<file path="config.mk">
export PLATFORM = sky130hd
export DESIGN_NAME = cache_mem_arbiter
export DESIGN_NICKNAME = d
export VERILOG_FILES = /design/src/rtl/arb_types.sv /design/src/rtl/cache_arb_pick.sv /design/src/rtl/cache_mem_arbiter.sv
export SDC_FILE = /design/constraint.sdc
export NUM_CORES = 1
export LEC_CHECK = 0
export CAP_MARGIN = 20
export CORE_AREA = 2 2 547 549
export CTS_CLUSTER_SIZE = 10
export DETAILED_ROUTE_END_ITERATION = 6
export DIE_AREA = 0 0 549 551
export GPL_TIMING_DRIVEN = 1
export HOLD_SLACK_MARGIN = 0.15
export SETUP_SLACK_MARGIN = 0.3
export SLEW_MARGIN = 10
export SYNTH_ARGS = -nofsm -noshare
export SYNTH_HDL_FRONTEND = slang
export SYNTH_SLANG_ARGS = --single-unit
</file>
<file path="constraint.sdc">
create_clock -name clk -period 2.8 [get_ports clk]
set_input_delay 0.28 -clock clk [delete_from_list [all_inputs] [get_ports clk]]
set_output_delay 0.28 -clock clk [all_outputs]
set_load 0.03 [all_outputs]
</file>
<file path="src/rtl/arb_types.sv">
// arb_types: shared state/owner encodings for the cache memory arbiter.
package arb_types;
  typedef enum bit [1:0] {ARB_IDLE = 2'b00, ARB_ICACHE = 2'b01, ARB_DCACHE = 2'b10} arb_state_t;
  typedef enum bit {OWN_I = 1'b0, OWN_D = 1'b1} owner_t;
endpackage

</file>
<file path="src/rtl/cache_arb_pick.sv">
// cache_arb_pick: chooses which cache gets the next pmem grant.
// Fixed D-cache priority unless CACHE_ARB_ROUND_ROBIN_EN alternates contended grants.
module cache_arb_pick
  import arb_types::*;
(
  input  logic i_req,
  input  logic d_req,
  input  logic last_owner,
  output logic grant_valid,
  output logic grant_owner
);
  assign grant_valid = i_req | d_req;
`ifdef CACHE_ARB_ROUND_ROBIN_EN
  assign grant_owner = (i_req && d_req) ? (last_owner == OWN_I) : d_req;
`else
  logic unused_last_owner;
  assign unused_last_owner = last_owner;
  assign grant_owner = d_req;
`endif
endmodule

</file>
<file path="src/rtl/cache_mem_arbiter.sv">
// cache_mem_arbiter: shares one pmem cacheline port between I-cache and D-cache misses.
// Optional CACHE_ARB_ROUND_ROBIN_EN replaces fixed D priority with alternation on contention.
module cache_mem_arbiter
  import arb_types::*;
#(
  parameter int ADDR_W = 32,
  parameter int LINE_W = 256
) (
  input  logic              clk,
  input  logic              rst_n,
  input  logic [ADDR_W-1:0] i_pmem_address,
  input  logic              i_pmem_read,
  output logic [LINE_W-1:0] i_pmem_rdata,
  output logic              i_pmem_resp,
  input  logic [ADDR_W-1:0] d_pmem_address,
  input  logic              d_pmem_read,
  input  logic              d_pmem_write,
  input  logic [LINE_W-1:0] d_pmem_wdata,
  output logic [LINE_W-1:0] d_pmem_rdata,
  output logic              d_pmem_resp,
  output logic [ADDR_W-1:0] pmem_address,
  output logic              pmem_read,
  output logic              pmem_write,
  output logic [LINE_W-1:0] pmem_wdata,
  input  logic [LINE_W-1:0] pmem_rdata,
  input  logic              pmem_resp,
  output logic [1:0]        arb_owner
);
  arb_state_t state_q, state_d;
  logic grant_valid, grant_owner, last_owner;
  cache_arb_pick u_pick (
    .i_req      (i_pmem_read),
    .d_req      (d_pmem_read | d_pmem_write),
    .last_owner (last_owner),
    .grant_valid(grant_valid),
    .grant_owner(grant_owner)
  );
  always_ff @(posedge clk or negedge rst_n) begin
    if (!rst_n) state_q <= ARB_IDLE;
    else        state_q <= state_d;
  end
`ifdef CACHE_ARB_ROUND_ROBIN_EN
  logic last_owner_q;
  always_ff @(posedge clk or negedge rst_n) begin
    if (!rst_n) last_owner_q <= OWN_I;
    else if (state_q == ARB_IDLE && grant_valid) last_owner_q <= grant_owner;
  end
  assign last_owner = last_owner_q;
`else
  assign last_owner = OWN_I;
`endif
  // pmem_rdata is broadcast; only the owner's resp is ever steered through
  assign i_pmem_rdata = pmem_rdata;
  assign d_pmem_rdata = pmem_rdata;
  assign arb_owner    = state_q;
  always_comb begin
    state_d      = state_q;
    pmem_address = '0;
    pmem_read    = 1'b0;
    pmem_write   = 1'b0;
    pmem_wdata   = '0;
    i_pmem_resp  = 1'b0;
    d_pmem_resp  = 1'b0;
    case (state_q)
      ARB_IDLE:
        if (grant_valid) state_d = grant_owner ? ARB_DCACHE : ARB_ICACHE;
      ARB_ICACHE: begin
        pmem_address = i_pmem_address;
        pmem_read    = i_pmem_read;
        i_pmem_resp  = pmem_resp;
        state_d      = pmem_resp ? ARB_IDLE : ARB_ICACHE;
      end
      ARB_DCACHE: begin
        pmem_address = d_pmem_address;
        pmem_read    = d_pmem_read;
        pmem_write   = d_pmem_write;
        pmem_wdata   = d_pmem_wdata;
        d_pmem_resp  = pmem_resp;
        state_d      = pmem_resp ? ARB_IDLE : ARB_DCACHE;
      end
      default: state_d = ARB_IDLE;
    endcase
  end
endmodule

</file>
# Word-level counts from Yosys, hierarchy flattened

Cells that the tools add are included.

Output and inout port bits: 806
Logic and storage cells: 18
Register bits after elaboration: 2
Input bits: 582

Bitwise logic cells: 2
Reduce and logical (&&, ||, !) cells: 1
Eq/ne operators: 3
Muxes and demuxes: 11

Operator list:

| operator           | count |
|---|---|
| $mux 256           | 1 |
| $pmux 32 s2        | 1 |
| $mux 2             | 3 |
| $pmux 2 s3         | 1 |
| $mux 1             | 4 |
| $eq 2x1->1 const B | 1 |
| $eq 2x2->1 const B | 1 |
| $logic_not 2->1    | 1 |
| $ne 2x2->1 const B | 1 |
| $or 1x1->1         | 2 |
| $pmux 1 s2         | 1 |

# Depth between registers and ports, before layout

Gate-level depths: netlist (run 1).

Depth in word-level cells: 4
Depth in mapped cells: 6
Mapped depth without buffers: 4

# Hierarchy

Synthesis (run 1) repeated with hierarchy kept, for this count alone.

Cell total of the unflattened synthesis: 897
Area, all modules: 6312.3 um^2

Modules (own cells, without submodules):

| module            | instances | cells each | area an instance (um^2) | sequential area each (um^2) |
|---|---|---|---|---|
| cache_mem_arbiter | 1         | 895        | 6298.5                  | 50.0 |
| cache_arb_pick    | 1         | 2          | 13.8                    | 0.0 |

# Least setup slack after synthesis (run 1)

OpenSTA, ideal clock, no wires.

Path kind: reg-to-output
Start: reg state_q[0], in the netlist arb_owner[0]
End: out pmem_address[0]
Cell stages (with the launch flop): 7
Path slack: 0.786 ns
Path buffers: 2
Required time: 2.520 ns
Arrival: 1.734 ns
Cell sequence: dfrtp_1 -> inv_1 -> ha_1 -> buf_2 -> buf_2 -> a22oi_1 -> nor2b_1

Longest elaborated chain between the ends: 2
Elaborated cells between the ends (all ways): 3
Those cells by class: eq/ne (2); mux (1)

RTL lines:

| element                                         | RTL line                | RTL |
|---|---|---|
| start: declaration                              | cache_mem_arbiter.sv:29 | `arb_state_t state_q, state_d;` |
| start signal: assignment                        | cache_mem_arbiter.sv:40 | `else state_q <= state_d;` |
| $eq 2x2->1 / $eq 2x1->1 (equally long branches) | cache_mem_arbiter.sv:64 | `case (state_q)` |
| $pmux 32 s2 (*)                                 | cache_mem_arbiter.sv:64 |  |
| end: declaration                                | cache_mem_arbiter.sv:21 | `output logic [ADDR_W-1:0] pmem_address,` |

Mark *: on every way between the ends. The rest lies on a longest branch, timed or not.

# Final worst setup path (run 1)

Start: reg state_q[0], in the netlist arb_owner[0]
End: out pmem_address[3]

Same word-level chain as after synthesis.

==> results.ini, run 1 <==
[clock_network]
worstSkewPairLatency_ns = 0.22
cts-root-to-sink-buffers = 2
cts_made_buffers = 3
clock_sinks = 2
cts_tree = built
cts_root_buf = sky130_fd_sc_hd__clkbuf_16
worst_setup_hold_path_clk_slew_ns = 0.03
clock_tree.htree_level_count = 1

[yosys]
postSynthAreaPerCell_um2 = 7.01
yosysSeqAreaShare_pct = 0.800
yosys_register_bits = 2
synth.most_common_cell = sky130_fd_sc_hd__buf_4
yosys.area.top_type = sky130_fd_sc_hd__buf_4
synthTopCellsByArea = sky130_fd_sc_hd__buf_4 61%, sky130_fd_sc_hd__and2_1 26%, sky130_fd_sc_hd__a22oi_1 4.1%
synth_cell_types = 17
synth-async-reset-ratio_pct = 100
synthesis_warnings = 0
post-synth-top-area-fraction_pct = 61.4
synth_enable_flop_cells = 0
netlist_area_um2 = 6260
netlist_instances = 893
synth.net_count = 1479
synth-main-ff-cell = sky130_fd_sc_hd__dfrtp_1
synth.cells.most_frequent = 512 x sky130_fd_sc_hd__buf_4, 258 x sky130_fd_sc_hd__and2_1, 34 x sky130_fd_sc_hd__a22oi_1, 33 x sky130_fd_sc_hd__nor2b_1, 22 x sky130_fd_sc_hd__clkbuf_1

[setup_path]
criticalPathCategory = reg -> out
timing.critical_path.from_type = flop
path_cells = inv_1, ha_4, buf_12, a22oi_1, nor2b_1, buf_12
critical_path.endpoint_type = output port
wp_data_arrival_ns = 2.14
cpLargestDelayFamily = buffers and inverters
cp_slowest_stage_delay_ns = 0.40
crit_slowest_cell = sky130_fd_sc_hd__dfrtp_1
critical_path_required_ns = 2.52
critical_path_buf_inv_count = 3
critical_path_s_most_frequent_cell = sky130_fd_sc_hd__buf_12
worst-path-max-fanout = 80

[pwr]
irDropWorstVdd_uv = 398
switching_pwr_mw = 6.91
clock_group_share_of_total_power_pct = 1.7
pwr-share-seq_pct = 0.5
power_per_cell_area_nw_per_um2 = 792
power_leakage_nw = 4.51
internal_power_component_mw = 5.65
power.switching_fraction_pct = 55.0
combinationalPowerShare_pct = 97.8

[global_routing]
first_global_vias = 6552
gr_ovfl_total = 0
overall_routing_resource_usage_pct = 12.8
grt_antenna_before_repair = 201
grt_pass1_wl_mm = 219
grt_start_max_net_pins = 131

[floorplan]
floorplan.io_pins = 1388
dieArea_um2 = 302000
die_x_um = 549
initial_utilization_pct = 2.11
die_height_um = 551
rows = 200
core_area_um2 = 296000

[final_layout]
largest_register_ff_count = 2
finish.net_count = 1563
final_cells = 4941
area_delta_synth_final_pct = 153
post_route_cells_drive_above_1_share_pct = 28.6
final_core_utilization_pct = 5.35

[drt]
remaining_drc_errors = 0
drt_wl_total_mm = 204
final_antenna_net_count = 0
detailedRoute.firstIterationViolations = 399
vias_per_cell = 1.43
dr.pass1.iters = 4
drt-wirelength-per-cell_um = 41.2
dr_total_vias = 7083

[sta]
final_count_of_hold_timing_violations = 0
fin_tns_setup_ns = 0
grt_setup_unrepaired = false
min_period_over_period_pct = 86.4
period_minus_slack_ns = 2.42
clock_skew_ns = 0.00321
worst_hold_slack_ns = 0.249
worst_max_slew_margin_expressed_relative_to_the_limit_pct = 55.0
timing_worst_slew_pin_value_ns = 0.673
report.final.slew_viol_count = 0
finalSetupViolations = 0
maxClockFrequency_mhz = 413

[status]
outcome = complete, no violations

[place]
placement.io_buffers = 619
gpl.final_weighted_congestion = 0.860
dpl.cell_count = 4907
detailed_place_hpwl_mm = 197

[job]
max_cap_viol_count = 0

[worst_hold_path]
hp-class = in -> async

path summary, 6_finish.rpt:
path                       depth (start not counted)  slack (ns)                  endpoint                startpoint
setup / recovery                                   6        0.38           pmem_address[3]  arb_owner[0]$_DFFE_PN0P_
setup reg to reg                                   5        1.39  arb_owner[0]$_DFFE_PN0P_  arb_owner[1]$_DFFE_PN0P_
max in group asynchronous                          1        2.41  arb_owner[0]$_DFFE_PN0P_                     rst_n
hold / removal                                     1        0.25  arb_owner[1]$_DFFE_PN0P_                     rst_n
hold reg to reg                                    3        0.88  arb_owner[0]$_DFFE_PN0P_  arb_owner[0]$_DFFE_PN0P_
min in group clk                                   0        0.56         d_pmem_rdata[255]           pmem_rdata[255]
per-layer routing:
metal	vias to the layer above	share of wire (%)	GRT usage, %	wire, um
met4	90	3.3	2.94	6730
met3	437	36	21.3	72900
met5	-	0.29	0	594
met2	1511	40	18.3	81000
met1	2632	21	7.95	42500
li1	2413	-	-	-
final cells by class:
cell class,instances,area (um^2)
tap,3939,4930
antenna,27,67.6
inverter,2,7.51
multi-input combinational,338,2220
clock buffer,3,75.1
fill,35000,280000
sequential,2,50.0
timing repair buffer,630,8510
logic make-up (layout without fill, tap and decap cells):
kind of cell / after synthesis / in the layout / share of synthesized area (%)
other cells: 0 / 27 / 0
buf+inv: 553 / 635 / 64.2
compound gates: 37 / 37 / 4.42
flops: 2 / 2 / 0.800
fa+ha+maj: 4 / 4 / 0.800
mux: 1 / 1 / 0.180
simple gates: 296 / 296 / 29.6
power groups by stage:
stage	Clock [mW]	Sequential (mW)	Combinational (mW)
6_report	0.216	0.0581	12.3
4_1_cts	0.217	0.0579	12.6
5_1_grt	0.224	0.0599	12.9
2_1_floorplan	0	0.0745	5.68
3_3_place_gp	0	0.0550	12.5
3_5_place_dp	0	0.0587	12.6
stage by stage:
step,instance area (um^2),power (mW),setup WS [ns]
2_1_floorplan,6260,5.75,0.786
3_3_place_gp,15600,12.5,0.593
3_5_place_dp,15600,12.6,0.499
4_1_cts,15700,12.9,0.295
5_1_grt,15800,13.2,0.312
6_report,15900,12.6,0.381
repair_timing:
item / in CTS / in global routing
cloned: 0 / 1
hold buffers: 0 / 0
buffers inserted: 0 / 3
setup endpoints to repair: 1 / 3
gates resized for setup: 2 / 1
layout by cell type (no fill, tap or decap):
cell,n
sky130_fd_sc_hd__clkbuf_16,4
sky130_fd_sc_hd__and2_1,258
sky130_fd_sc_hd__diode_2,27
sky130_fd_sc_hd__nor2b_1,33
sky130_fd_sc_hd__inv_1,2
sky130_fd_sc_hd__o21ai_1,1
sky130_fd_sc_hd__buf_16,1
sky130_fd_sc_hd__ha_1,1
sky130_fd_sc_hd__nand2b_1,1
sky130_fd_sc_hd__buf_12,227
sky130_fd_sc_hd__or4b_1,1
sky130_fd_sc_hd__dfrtp_1,2
sky130_fd_sc_hd__clkdlybuf4s50_1,361
sky130_fd_sc_hd__a22oi_1,32
sky130_fd_sc_hd__a32o_1,1
sky130_fd_sc_hd__and2_2,1
sky130_fd_sc_hd__nor2_1,2
sky130_fd_sc_hd__mux2_2,1
sky130_fd_sc_hd__ha_4,1
sky130_fd_sc_hd__a22oi_2,2
sky130_fd_sc_hd__ha_2,2
sky130_fd_sc_hd__buf_4,40
sky130_fd_sc_hd__a31oi_1,1
No activity file was read; power rests on OpenSTA's default activity.
==> run 2, diff against run 1 <==
--- a/config.mk
+++ b/config.mk
@@ -6,12 +6,15 @@
 export NUM_CORES = 1
 export LEC_CHECK = 0
 export CAP_MARGIN = 20
-export CORE_AREA = 2 2 547 549
+export CELL_PAD_IN_SITES_DETAIL_PLACEMENT = 1
+export CELL_PAD_IN_SITES_GLOBAL_PLACEMENT = 1
+export CORE_AREA = 2 2 543 545
 export CTS_CLUSTER_SIZE = 10
 export DETAILED_ROUTE_END_ITERATION = 6
-export DIE_AREA = 0 0 549 551
+export DIE_AREA = 0 0 545 547
 export GPL_TIMING_DRIVEN = 1
 export HOLD_SLACK_MARGIN = 0.15
+export PLACE_DENSITY_LB_ADDON = 0.1
 export SETUP_SLACK_MARGIN = 0.3
 export SLEW_MARGIN = 10
 export SYNTH_ARGS = -nofsm -noshare
==> run 2 against run 1 <==
Net effect:
- sequential share of layout area hardly changed
- utilization hardly changed
- flip-flop and latch count stayed put
- final cell count is 0.55% lower
- first-iteration DRC count is 55% lower
- clock skew is 0.0027 ns lower
- non-clock buffer count is 6 higher
- global-route usage is 5.6 points lower
- register-to-register slack worse by 0.25 ns
- clock-buffer cell count stayed put
==> results.ini, run 2 (synthesized netlist as in run 1, its figures left out) <==
[status]
outcome = complete, no violations

[sta]
maxClockFrequency_mhz = 411
finalSetupViolations = 0
worst_hold_slack_ns = 0.322
period_minus_slack_ns = 2.43
report.final.slew_viol_count = 0
timing_worst_slew_pin_value_ns = 0.483
grt_setup_unrepaired = true
clock_skew_ns = 0.000497
min_period_over_period_pct = 86.9
fin_tns_setup_ns = 0
worst_max_slew_margin_expressed_relative_to_the_limit_pct = 67.7
final_count_of_hold_timing_violations = 0

[place]
placement.io_buffers = 619
gpl.final_weighted_congestion = 0.712
detailed_place_hpwl_mm = 105
dpl.cell_count = 4892

[setup_path]
worst-path-max-fanout = 31
wp_data_arrival_ns = 2.15
criticalPathCategory = reg -> out
critical_path.endpoint_type = output port
cp_slowest_stage_delay_ns = 0.67
path_cells = inv_2, ha_4, buf_16, and2_1, clkdlybuf4s50_1
crit_slowest_cell = sky130_fd_sc_hd__clkdlybuf4s50_1
timing.critical_path.from_type = flop
critical_path_required_ns = 2.52
worstRegToRegCells = 5

[floorplan]
die_x_um = 545
core_area_um2 = 293000
floorplan.io_pins = 1388
dieArea_um2 = 298000
die_height_um = 547
initial_utilization_pct = 2.14
rows = 199

[clock_network]
cts_root_buf = sky130_fd_sc_hd__clkbuf_16
worst_setup_hold_path_clk_slew_ns = 0.03
cts_tree = built
cts-root-to-sink-buffers = 2
cts_hold_buffers = 0
clock_sinks = 2
cts_made_buffers = 3
worstSkewPairLatency_ns = 0.22
clock_tree.htree_level_count = 1

[global_routing]
gr_ovfl_total = 0
grt_antenna_before_repair = 128
grt_pass1_wl_mm = 128
globalRouteMet3Util_pct = 6.12
grt_start_max_net_pins = 69
met1_usage_grt_pct = 7.17
first_global_vias = 7256
overall_routing_resource_usage_pct = 7.18
grtUsageMet2_pct = 11.3
global_route_hottest_layer = met2

[drt]
detailedRoute.firstIterationViolations = 180
dr.pass1.iters = 4
final_antenna_net_count = 0
drt-wirelength-per-cell_um = 23.0
drt_wl_total_mm = 113
dr_total_vias = 6478
remaining_drc_errors = 0
vias_per_cell = 1.32

[pwr]
power_per_cell_area_nw_per_um2 = 782
irDropWorstVdd_uv = 403
post-layout-total-power_mw = 12.1
power_leakage_nw = 4.66

[final_layout]
final_cells = 4914
finish.net_count = 1569
filler_cell_count = 34700
post_route_cells_drive_above_1_share_pct = 27.1
final_common_cell = sky130_fd_sc_hd__clkdlybuf4s50_1
area_delta_synth_final_pct = 148
commonest_cells_after_routing_fill_and_taps_aside = 346 x sky130_fd_sc_hd__clkdlybuf4s50_1, 258 x sky130_fd_sc_hd__and2_1, 191 x sky130_fd_sc_hd__buf_12
final_core_utilization_pct = 5.31
largest_register_ff_count = 2

[job]
max_cap_viol_count = 0

[worst_hold_path]
hp-class = in -> async

## run 2: cell types whose count changed in the layout (fill, tap and decap cells not counted), moves of 3 or more
| cell | change |
|---|---|
| sky130_fd_sc_hd__buf_12 | -36 |
| sky130_fd_sc_hd__buf_16 | +3 |
| sky130_fd_sc_hd__buf_4 | +15 |
| sky130_fd_sc_hd__clkdlybuf4s50_1 | -15 |
| sky130_fd_sc_hd__diode_2 | -13 |
| sky130_fd_sc_hd__dlygate4sd2_1 | +26 |
| sky130_fd_sc_hd__dlymetal6s2s_1 | +9 |
| sky130_fd_sc_hd__nor2b_1 | -4 |
| sky130_fd_sc_hd__nor2b_2 | +4 |
## run 2: power by group
group	switching (mW)	internal, mW	total (mW)
Clock	0.0346	0.182	0.216
Sequential	0.0206	0.0404	0.0610
Combinational	6.68	5.19	11.9
Total	6.73	5.41	12.1
## run 2: metal layers
metal  share of wire [%]  wire (um)
met1                  33      37200
met5               0.024         27
met2                  43      48600
met4                 3.2       3650
met3                  21      23400
## run 2: layout make-up
cell class / count / area [um^2] / area share, %
well taps: 3919 / 4900 / 31.6
repair buffers: 636 / 8240 / 53.1
flip-flops and latches: 2 / 50.0 / 0.322
multi-input cells: 338 / 2210 / 14.3
inverters: 2 / 7.51 / 0.0484
diodes: 14 / 35.0 / 0.226
clock buffers: 3 / 75.1 / 0.484
## run 2: per-stage QoR
stage               worst slack (ns)  area, um^2
floorplan                      0.786        6260
global placement               0.275       15300
detailed placement             0.313       15300
CTS                            0.239       15400
global route                   0.280       15500
finish                         0.366       15500
## run 2: final timing paths
| path | startpoint | end | slack (ns) |
|---|---|---|---|
| max | arb_owner[0]$_DFFE_PN0P_ | pmem_wdata[123] | 0.37 |
| min | rst_n | arb_owner[0]$_DFFE_PN0P_ | 0.32 |
| max reg2reg | arb_owner[0]$_DFFE_PN0P_ | arb_owner[1]$_DFFE_PN0P_ | 1.14 |
| min reg2reg | arb_owner[0]$_DFFE_PN0P_ | arb_owner[0]$_DFFE_PN0P_ | 0.85 |
| max in group asynchronous | rst_n | arb_owner[1]$_DFFE_PN0P_ | 2.25 |
| min in group clk | pmem_rdata[107] | d_pmem_rdata[107] | 0.56 |
## run 2: worst max-delay path, delay by kind of cell (launching register included)
| family | cells | cell delay, ns |
|---|---|---|
| buf+inv | 3 | 1.04 |
| flops | 1 | 0.42 |
| simple gates | 1 | 0.16 |
| fa+ha+maj | 1 | 0.23 |
## run 2: timing repair
action	4_1_cts	5_1_grt
endpoints found under the hold margin	0	0
endpoints found under the setup margin	112	79
gates resized for setup	36	16
cloned	2	1
buffers inserted	2	0
==> run 3, diff against run 2 <==
--- a/config.mk
+++ b/config.mk
@@ -16,7 +16,7 @@
 export HOLD_SLACK_MARGIN = 0.15
 export PLACE_DENSITY_LB_ADDON = 0.1
 export SETUP_SLACK_MARGIN = 0.3
-export SLEW_MARGIN = 10
+export SLEW_MARGIN = 20
 export SYNTH_ARGS = -nofsm -noshare
 export SYNTH_HDL_FRONTEND = slang
 export SYNTH_SLANG_ARGS = --single-unit
==> results of run 3 <==
No change in the layout: final DEF, timing and power equal those of run 2.
